===== src/rtl/prog_loader.sv =====
// -----------------------------------------------------------------------------
// prog_loader
//   Writer side of the TinyBF program store. Receives a framed Brainfuck image
//   from uart_rx, writes it into program RAM, holds the CPU off while a frame
//   is in progress and replies ACK/NAK through uart_tx.
//
//   Frame: SYNC_BYTE, LEN, LEN data bytes, CHK (mod-256 sum of the data bytes).
//   LEN must be 1..DEPTH. Data bytes are written as they arrive, so a NAKed
//   frame can leave the RAM partially updated.
//
//   Optional feature (macro PROG_LOADER_TIMEOUT_EN): inter-byte timeout inside a
//   frame. When the macro is absent the loader waits in a frame indefinitely and
//   the TIMEOUT_CYCLES parameter does not exist.
//
// Ports
//   clk_i          in   system clock
//   rst_i          in   synchronous reset, active-low
//   rx_data_i      in   byte from uart_rx
//   rx_valid_i     in   1-cycle strobe qualifying rx_data_i
//   tx_data_o      out  reply byte to uart_tx (held from reply decision on)
//   tx_start_o     out  1-cycle start pulse to uart_tx
//   tx_busy_i      in   uart_tx busy
//   prog_waddr_o   out  program RAM write address
//   prog_wdata_o   out  program RAM write data
//   prog_wen_o     out  program RAM write enable, 1 cycle per data byte
//   load_active_o  out  frame in progress (CPU held)
//   load_done_o    out  1-cycle pulse when ACK is issued
//   err_o          out  sticky: last frame was NAKed
// -----------------------------------------------------------------------------
module prog_loader #(
   parameter int         ADDR_W    = 4,
   parameter logic [7:0] SYNC_BYTE = 8'hA5,
   parameter logic [7:0] ACK_BYTE  = 8'h06,
   parameter logic [7:0] NAK_BYTE  = 8'h15
`ifdef PROG_LOADER_TIMEOUT_EN
   ,
   parameter int         TIMEOUT_CYCLES = 500000
`endif
) (
   input  logic              clk_i,
   input  logic              rst_i,
   input  logic [7:0]        rx_data_i,
   input  logic              rx_valid_i,
   output logic [7:0]        tx_data_o,
   output logic              tx_start_o,
   input  logic              tx_busy_i,
   output logic [ADDR_W-1:0] prog_waddr_o,
   output logic [7:0]        prog_wdata_o,
   output logic              prog_wen_o,
   output logic              load_active_o,
   output logic              load_done_o,
   output logic              err_o
);

   localparam int DEPTH = 1 << ADDR_W;

   typedef enum logic [2:0] {
      S_IDLE,
      S_LEN,
      S_DATA,
      S_CHK,
      S_RESP
   } state_t;

   state_t state_q, state_d;

   // Frame bookkeeping
   logic [7:0]        remain_q;
   logic [ADDR_W-1:0] addr_q;
   logic [7:0]        sum_q;
   logic              resp_ack_q;

   // Registered RAM write port (one cycle behind the rx strobe)
   logic              vld_p1;
   logic [ADDR_W-1:0] waddr_p1;
   logic [7:0]        wdata_p1;

   // Status registers
   logic [7:0]        tx_data_q;
   logic              active_q;
   logic              err_q;

   // FSM decode strobes
   logic sync_take, len_take, data_take, resp_enter, resp_ack_d, resp_fire;
   logic len_bad;
   logic timeout;

   assign len_bad = (rx_data_i == 8'd0) || ({24'd0, rx_data_i} > 32'(DEPTH));

`ifdef PROG_LOADER_TIMEOUT_EN
   localparam int TMO_W = $clog2(TIMEOUT_CYCLES + 1);

   logic [TMO_W-1:0] tmo_cnt_q;
   logic             in_frame;

   assign in_frame = (state_q == S_LEN) || (state_q == S_DATA) || (state_q == S_CHK);
   assign timeout  = in_frame && (tmo_cnt_q == TMO_W'(TIMEOUT_CYCLES));

   // Idle time since the last byte; SYNC accept is itself an rx strobe.
   always_ff @(posedge clk_i) begin
      if (!rst_i) begin
         tmo_cnt_q <= '0;
      end else if (rx_valid_i || !in_frame) begin
         tmo_cnt_q <= '0;
      end else if (!timeout) begin
         tmo_cnt_q <= tmo_cnt_q + 1'b1;
      end
   end
`else
   assign timeout = 1'b0;
`endif

   always_ff @(posedge clk_i) begin
      if (!rst_i) begin
         state_q <= S_IDLE;
      end else begin
         state_q <= state_d;
      end
   end

   // tx_start_o / load_done_o are decoded from RESP so the reply leaves exactly
   // one cycle after the final strobe when uart_tx is idle.
   always_comb begin
      state_d     = state_q;
      tx_start_o  = 1'b0;
      load_done_o = 1'b0;
      sync_take   = 1'b0;
      len_take    = 1'b0;
      data_take   = 1'b0;
      resp_enter  = 1'b0;
      resp_ack_d  = 1'b0;
      resp_fire   = 1'b0;
      case (state_q)
         S_IDLE: begin
            if (rx_valid_i && (rx_data_i == SYNC_BYTE)) begin
               sync_take = 1'b1;
               state_d   = S_LEN;
            end
         end
         S_LEN: begin
            if (rx_valid_i) begin
               if (len_bad) begin
                  resp_enter = 1'b1;
                  state_d    = S_RESP;
               end else begin
                  len_take = 1'b1;
                  state_d  = S_DATA;
               end
            end else if (timeout) begin
               resp_enter = 1'b1;
               state_d    = S_RESP;
            end
         end
         S_DATA: begin
            if (rx_valid_i) begin
               data_take = 1'b1;
               if (remain_q == 8'd1) begin
                  state_d = S_CHK;
               end
            end else if (timeout) begin
               resp_enter = 1'b1;
               state_d    = S_RESP;
            end
         end
         S_CHK: begin
            if (rx_valid_i) begin
               resp_enter = 1'b1;
               resp_ack_d = (rx_data_i == sum_q);
               state_d    = S_RESP;
            end else if (timeout) begin
               resp_enter = 1'b1;
               state_d    = S_RESP;
            end
         end
         S_RESP: begin
            // Incoming bytes are ignored here; no re-sync until back in IDLE.
            if (!tx_busy_i) begin
               tx_start_o  = 1'b1;
               load_done_o = resp_ack_q;
               resp_fire   = 1'b1;
               state_d     = S_IDLE;
            end
         end
         default: state_d = S_IDLE;
      endcase
   end

   // ---- stage p0 -> p1: rx strobe to RAM write / frame state ----
   always_ff @(posedge clk_i) begin
      if (!rst_i) begin
         vld_p1     <= 1'b0;
         waddr_p1   <= '0;
         wdata_p1   <= '0;
         remain_q   <= '0;
         addr_q     <= '0;
         sum_q      <= '0;
         resp_ack_q <= 1'b0;
         tx_data_q  <= '0;
         active_q   <= 1'b0;
         err_q      <= 1'b0;
      end else begin
         vld_p1 <= data_take;
         if (sync_take) begin
            active_q <= 1'b1;
            err_q    <= 1'b0;
         end
         if (len_take) begin
            remain_q <= rx_data_i;
            addr_q   <= '0;
            sum_q    <= '0;
         end
         if (data_take) begin
            waddr_p1 <= addr_q;
            wdata_p1 <= rx_data_i;
            addr_q   <= addr_q + 1'b1;
            sum_q    <= sum_q + rx_data_i;
            remain_q <= remain_q - 8'd1;
         end
         if (resp_enter) begin
            resp_ack_q <= resp_ack_d;
            tx_data_q  <= resp_ack_d ? ACK_BYTE : NAK_BYTE;
         end
         if (resp_fire) begin
            active_q <= 1'b0;
            if (!resp_ack_q) begin
               err_q <= 1'b1;
            end
         end
      end
   end

   assign prog_wen_o    = vld_p1;
   assign prog_waddr_o  = waddr_p1;
   assign prog_wdata_o  = wdata_p1;
   assign tx_data_o     = tx_data_q;
   assign load_active_o = active_q;
   assign err_o         = err_q;

endmodule

===== config.mk =====
export PLATFORM = sky130hd
export DESIGN_NAME = prog_loader
export DESIGN_NICKNAME = d
export VERILOG_FILES = /design/src/rtl/prog_loader.sv
export SDC_FILE = /design/constraint.sdc
export NUM_CORES = 1
export LEC_CHECK = 0
export BUFFER_PORTS_ARGS = -buffer_cell sky130_fd_sc_hd__buf_2
export CAP_MARGIN = 15
export CORE_ASPECT_RATIO = 0.9
export CORE_MARGIN = 5
export CORE_UTILIZATION = 60
export DETAILED_ROUTE_END_ITERATION = 12
export PLACE_DENSITY = 0.87
export SYNTH_ARGS = -nofsm -noshare
export SYNTH_HDL_FRONTEND = slang
export SYNTH_SLANG_ARGS = --single-unit

===== constraint.sdc =====
create_clock -name clk_i -period 3.4 [get_ports clk_i]
set_input_delay 1.02 -clock clk_i [delete_from_list [all_inputs] [get_ports clk_i]]
set_output_delay 1.02 -clock clk_i [all_outputs]
set_load 0.005 [all_outputs]

-- Word level (Yosys, flattened, before mapping)
Cells that the tools add are included.
- register bits: 47
- output and inout port bits: 25
- add/subtract/negate cells: 3
- order comparisons: 1
- equality and inequality tests: 13
- muxes and demuxes: 34
- bitwise gates (word level): 1
- reduce and logical (&&, ||, !) cells: 7
- operator list (kind ; count):
    $mux W8 ; 4
    $mux W3 ; 7
    $mux W1 ; 18
    $pmux W3 S5 ; 1
    $ne A2 B2 Y1 const B ; 6
    $add A8 B8 Y8 ; 1
    $eq A8 B1 Y1 const B ; 1
    $eq A8 B8 Y1 ; 1
    $eq A8 B8 Y1 const B ; 1
    $gt A8 B5 Y1 const B ; 1
    $logic_not A8 Y1 ; 1
    $mux W4 ; 2
    $sub A8 B1 Y8 const B ; 1
    $eq A3 B2 Y1 const B ; 2
    $reduce_and A6 Y1 ; 1
    $mux W5 ; 1
    $add A4 B1 Y4 const B ; 1
    $eq A3 B1 Y1 const B ; 1
    $eq A3 B3 Y1 const B ; 1
    $logic_not A3 Y1 ; 1
    $pmux W1 S2 ; 1
    $reduce_bool A2 Y1 ; 1
    $reduce_or A2 Y1 ; 1
    $logic_and A1 B1 Y1 ; 1
    other kinds (2) ; 2

-- Depth between registers and ports, before layout
- word-level depth: 7
- gate-level depth with buffers: 7
- depth with buffers taken out: 7

-- Worst setup path after synthesis
OpenSTA, ideal clock, no wires.
- path kind: input-to-reg
- start: in rx_data_i[2]
- end: reg sum_q[7]
- library setup time: 0.074 ns
- arrival: 2.491 ns
- required time: 3.326 ns
- path slack: 0.834 ns
- stages: 6
- buffers on the path: 0
- cells stage by stage: ha_1 o211ai_1 o21ai_1 or3_2 a31o_2 a31oi_1
- cells in the longest elaborated chain, start to end: 6
- RTL lines (element ; RTL line ; RTL):
    start, declared ; 42 ; input logic [7:0] rx_data_i,
    $gt A8 B5 Y1 / $logic_not A8 Y1 (equally long branches) ; 88 ; assign len_bad = (rx_data_i == 8'd0) || ({24'd0, rx_data_i} > 32'(DEPTH));
    $logic_or A1 B1 Y1 ; 88 ;
    $mux W1 ; 142 ; if (len_bad) begin
    $mux W1 ; 141 ; if (rx_valid_i) begin
    $mux W1 ; 133 ; case (state_q)
    $reduce_bool A2 Y1 (no line) ; n/a ;
    end signal, assigned ; 216 ; sum_q <= sum_q + rx_data_i;
    end, declared ; 70 ; logic [7:0] sum_q;
Several ways; a longest one is shown, not always the timed one.
A chain may end at the register's enable or synchronous reset.

-- Worst setup path after layout
- start: in rx_data_i[1]
- end: reg sum_q[7]
The elaborated chain is that of the path after synthesis.

==> flow_summary_export.csv <==
group,metric,value,unit
grt,grt_pass1_vias,1806,
job,maxCapViolCount,0,
clocking,cts_sinks,41,
setup_path,cp_slowest_stage_delay,0.48,ns
die,rows,20,
yosys,avgSynthCellArea,8.41,um^2
setup_path,crit_buf_inv,1,
power_and_ir_drop,power,1.07,mW
cells_and_area,post-route-util,0.712,
cells_and_area,nFillCells,273,
setup_path,critical_path_class,"in2reg",
clocking,htreeDepth,2,
routing,viasPerCell,6.15,
sta,rsz0062_at_grt,"no",
power_and_ir_drop,powerDensity,438,mW/mm^2
routing,routed_wirelength,5180,um
place,placed_cells,322,
setup_path,cp.arrival,2.79,ns
yosys,ys_ff_latch,41,
sta,tightest_slew,0.643,ns
routing,drtIter0Drc,193,
yosys,synth_edf_count,0,
die,die_area,0.00492,mm^2
yosys,synth.top_cell.area_share,0.378,
clocking,clock_path_buffers,2,
setup_path,path_cells,"buf_2 > ha_1 > a211oi_1 > o21ai_1 > or3_2 > a31o_2 > a31oi_1",
routing,post_drt_wl_per_cell,15.7,um
yosys,synthTopCellsByArea,"dfxtp_1 38%, nand2_1 7.1%, ha_1 5.8%, a21oi_1 5.5%, nor2_1 4.3%",
setup_path,path_max_fanout,6,
cells_and_area,drive_above_1_share,0.189,
die,io_pins,37,
sta,fin_crit_sh,0.755,
power_and_ir_drop,leakagePower,1.00,nW
clocking,holdBufCountCts,0,
setup_path,cp_slowest_cell,"or3_2",
die,start_util,0.633,
yosys,yosys_most_used_dff,"dfxtp_1",
routing,antenna_left,0,
grt,grt_usage,0.224,
yosys,yosysUniqueCellTypes,57,
yosys,synth_seq_area_share,0.378,
grt,grt_antenna_before_repair,0,
die,die_h,67.1,um
clocking,cts_resized,0,
yosys,yosysWarnings,0,
routing,drc_errors,0,
grt,grt_pass1_wl,8370,um
routing,via_count,2028,
yosys,yosysTopAreaCell,"dfxtp_1",
clocking,root_buffer,"clkbuf_8",
cells_and_area,antenna-diode-count,0,
outcome,status,"finished clean",
cells_and_area,fin_nets,308,
cells_and_area,design_area,0.00244,mm^2
setup_path,critPathTopFamily,"compound AO/OA/AOI/OAI gates",
cells_and_area,final_cell_mix,"41 x nand2_1, 41 x dfxtp_1, 32 x buf_2",
place,place.gp.congestion,0.850,
place,place_hpwl,3700,um
sta,post-route-min-period,2.57,ns
sta,final_hold_viol_count,0,
clocking,clkLatencyLatePin,0.30,ns
clocking,cts_tree,"done",
die,die_w,73.4,um
yosys,postSynthCellCount,258,
clocking,numCtsBuffers,5,
cells_and_area,final_cells,330,
sta,setup_viol,0,
min_path,hold_path.class,"reg2reg",
clocking,post_cts_buffers,0,
sta,finClkSkew,0.00644,ns
die,core,0.00343,mm^2
cells_and_area,syn2layout_area_growth,12.4,%
setup_path,cp-end-kind,"flip-flop",
power_and_ir_drop,vdd_drop_max,0.388,mV
grt,grt_overflow,0,
yosys,synth_area,0.00217,mm^2
sta,slew_headroom,0.567,
yosys,ys_async_sr_fraction,0,
setup_path,start_kind,"input pin",
clocking,clk_pin_slew_worst_paths,0.08,ns
place,io_buffers,32,
sta,max_freq,0.389,GHz
setup_path,crit_required,3.63,ns
place,place_area,0.00231,mm^2
sta,fin_tns_setup,0,ns
grt,grt_start_max_net_pins,31,
sta,maxSlewViolCount,0,
routing,drt-pass1-iter-count,4,
==> metal layers <==
layer  vias up  GRT usage  wire length, um
met5         -          0                0
met4         0     0.0814               85
met3         6     0.0649              477
met2        98      0.338             2310
met1       943      0.302             2310
li1        981          -                -
==> worst register-to-register path: cells and delay by family, from the launching register on <==
kind / cells / cell delay, ns
AND/OR/NAND/NOR: 1 / 0.48
AO/OA/AOI/OAI: 4 / 0.79
flip-flops: 1 / 0.40
adder cells (fa/ha/maj): 1 / 0.29
==> kinds of logic after synthesis <==
logic type               share of synthesized area
other                                      0.00173
adder cells (fa/ha/maj)                     0.0669
flip-flops                                   0.378
AND/OR/NAND/NOR                              0.238
XOR/XNOR                                    0.0317
buffers and inverters                       0.0622
multiplexers                               0.00922
AO/OA/AOI/OAI                                0.212
==> where the power goes <==
part           internal, mW  switching [mW]  leakage [nW]
Combinational        0.0384          0.0663         0.601
Sequential            0.490          0.0126         0.330
Clock                 0.292           0.169        0.0681
Total                 0.820           0.248          1.00
==> path summary, 6_finish.rpt <==
kind | start | endpoint | slack (ns) | cells after the start
setup / recovery | rx_data_i[1] | sum_q[7]$_SDFFE_PN0P_ | 0.83 | 7
hold / removal | prog_waddr_o[2]$_SDFFE_PN0P_ | prog_waddr_o[2]$_SDFFE_PN0P_ | 0.45 | 2
setup reg to reg | sum_q[1]$_SDFFE_PN0P_ | sum_q[7]$_SDFFE_PN0P_ | 1.37 | 6
hold reg to reg | prog_waddr_o[2]$_SDFFE_PN0P_ | prog_waddr_o[2]$_SDFFE_PN0P_ | 0.45 | 2
==> registers in the layout (all words and copies together) (netlist names) <==
name and flops:
addr_q 4, err_o 1, load_active_o 1, prog_waddr_o 4, prog_wdata_o 8, prog_wen_o 1
remain_q 8, state_q 3, sum_q 8, tx_data_o 3
==> cell type report <==
cell class	count	area, um^2	area share
timing repair buffer	36	190	0.0779
multi-input combinational	197	1230	0.502
tap	44	55.1	0.0226
clock buffer	5	68.8	0.0282
inverter	4	15.0	0.00615
clock inverter	3	65.1	0.0267
sequential	41	821	0.336
==> cells in the mapped netlist (6+ instances only) <==
cell type   n
dfxtp_1    41
nand2_1    41
nor2_1     25
a21oi_1    24
ha_1       10
a22oi_1     9
clkbuf_1    8
nand3_1     8
o21ai_0     8
a31oi_1     7
nor3_1      7
buf_4       6
==> metrics by stage <==
step	hold slack (ns)	setup WS (ns)
final	0.451	0.833
after global routing	0.477	0.764
after CTS	0.456	0.853
after detailed placement	0.445	0.549
after global placement	0.440	0.595
after floorplan	0.432	0.834
Note: power is estimated with default switching activity, not from simulation.
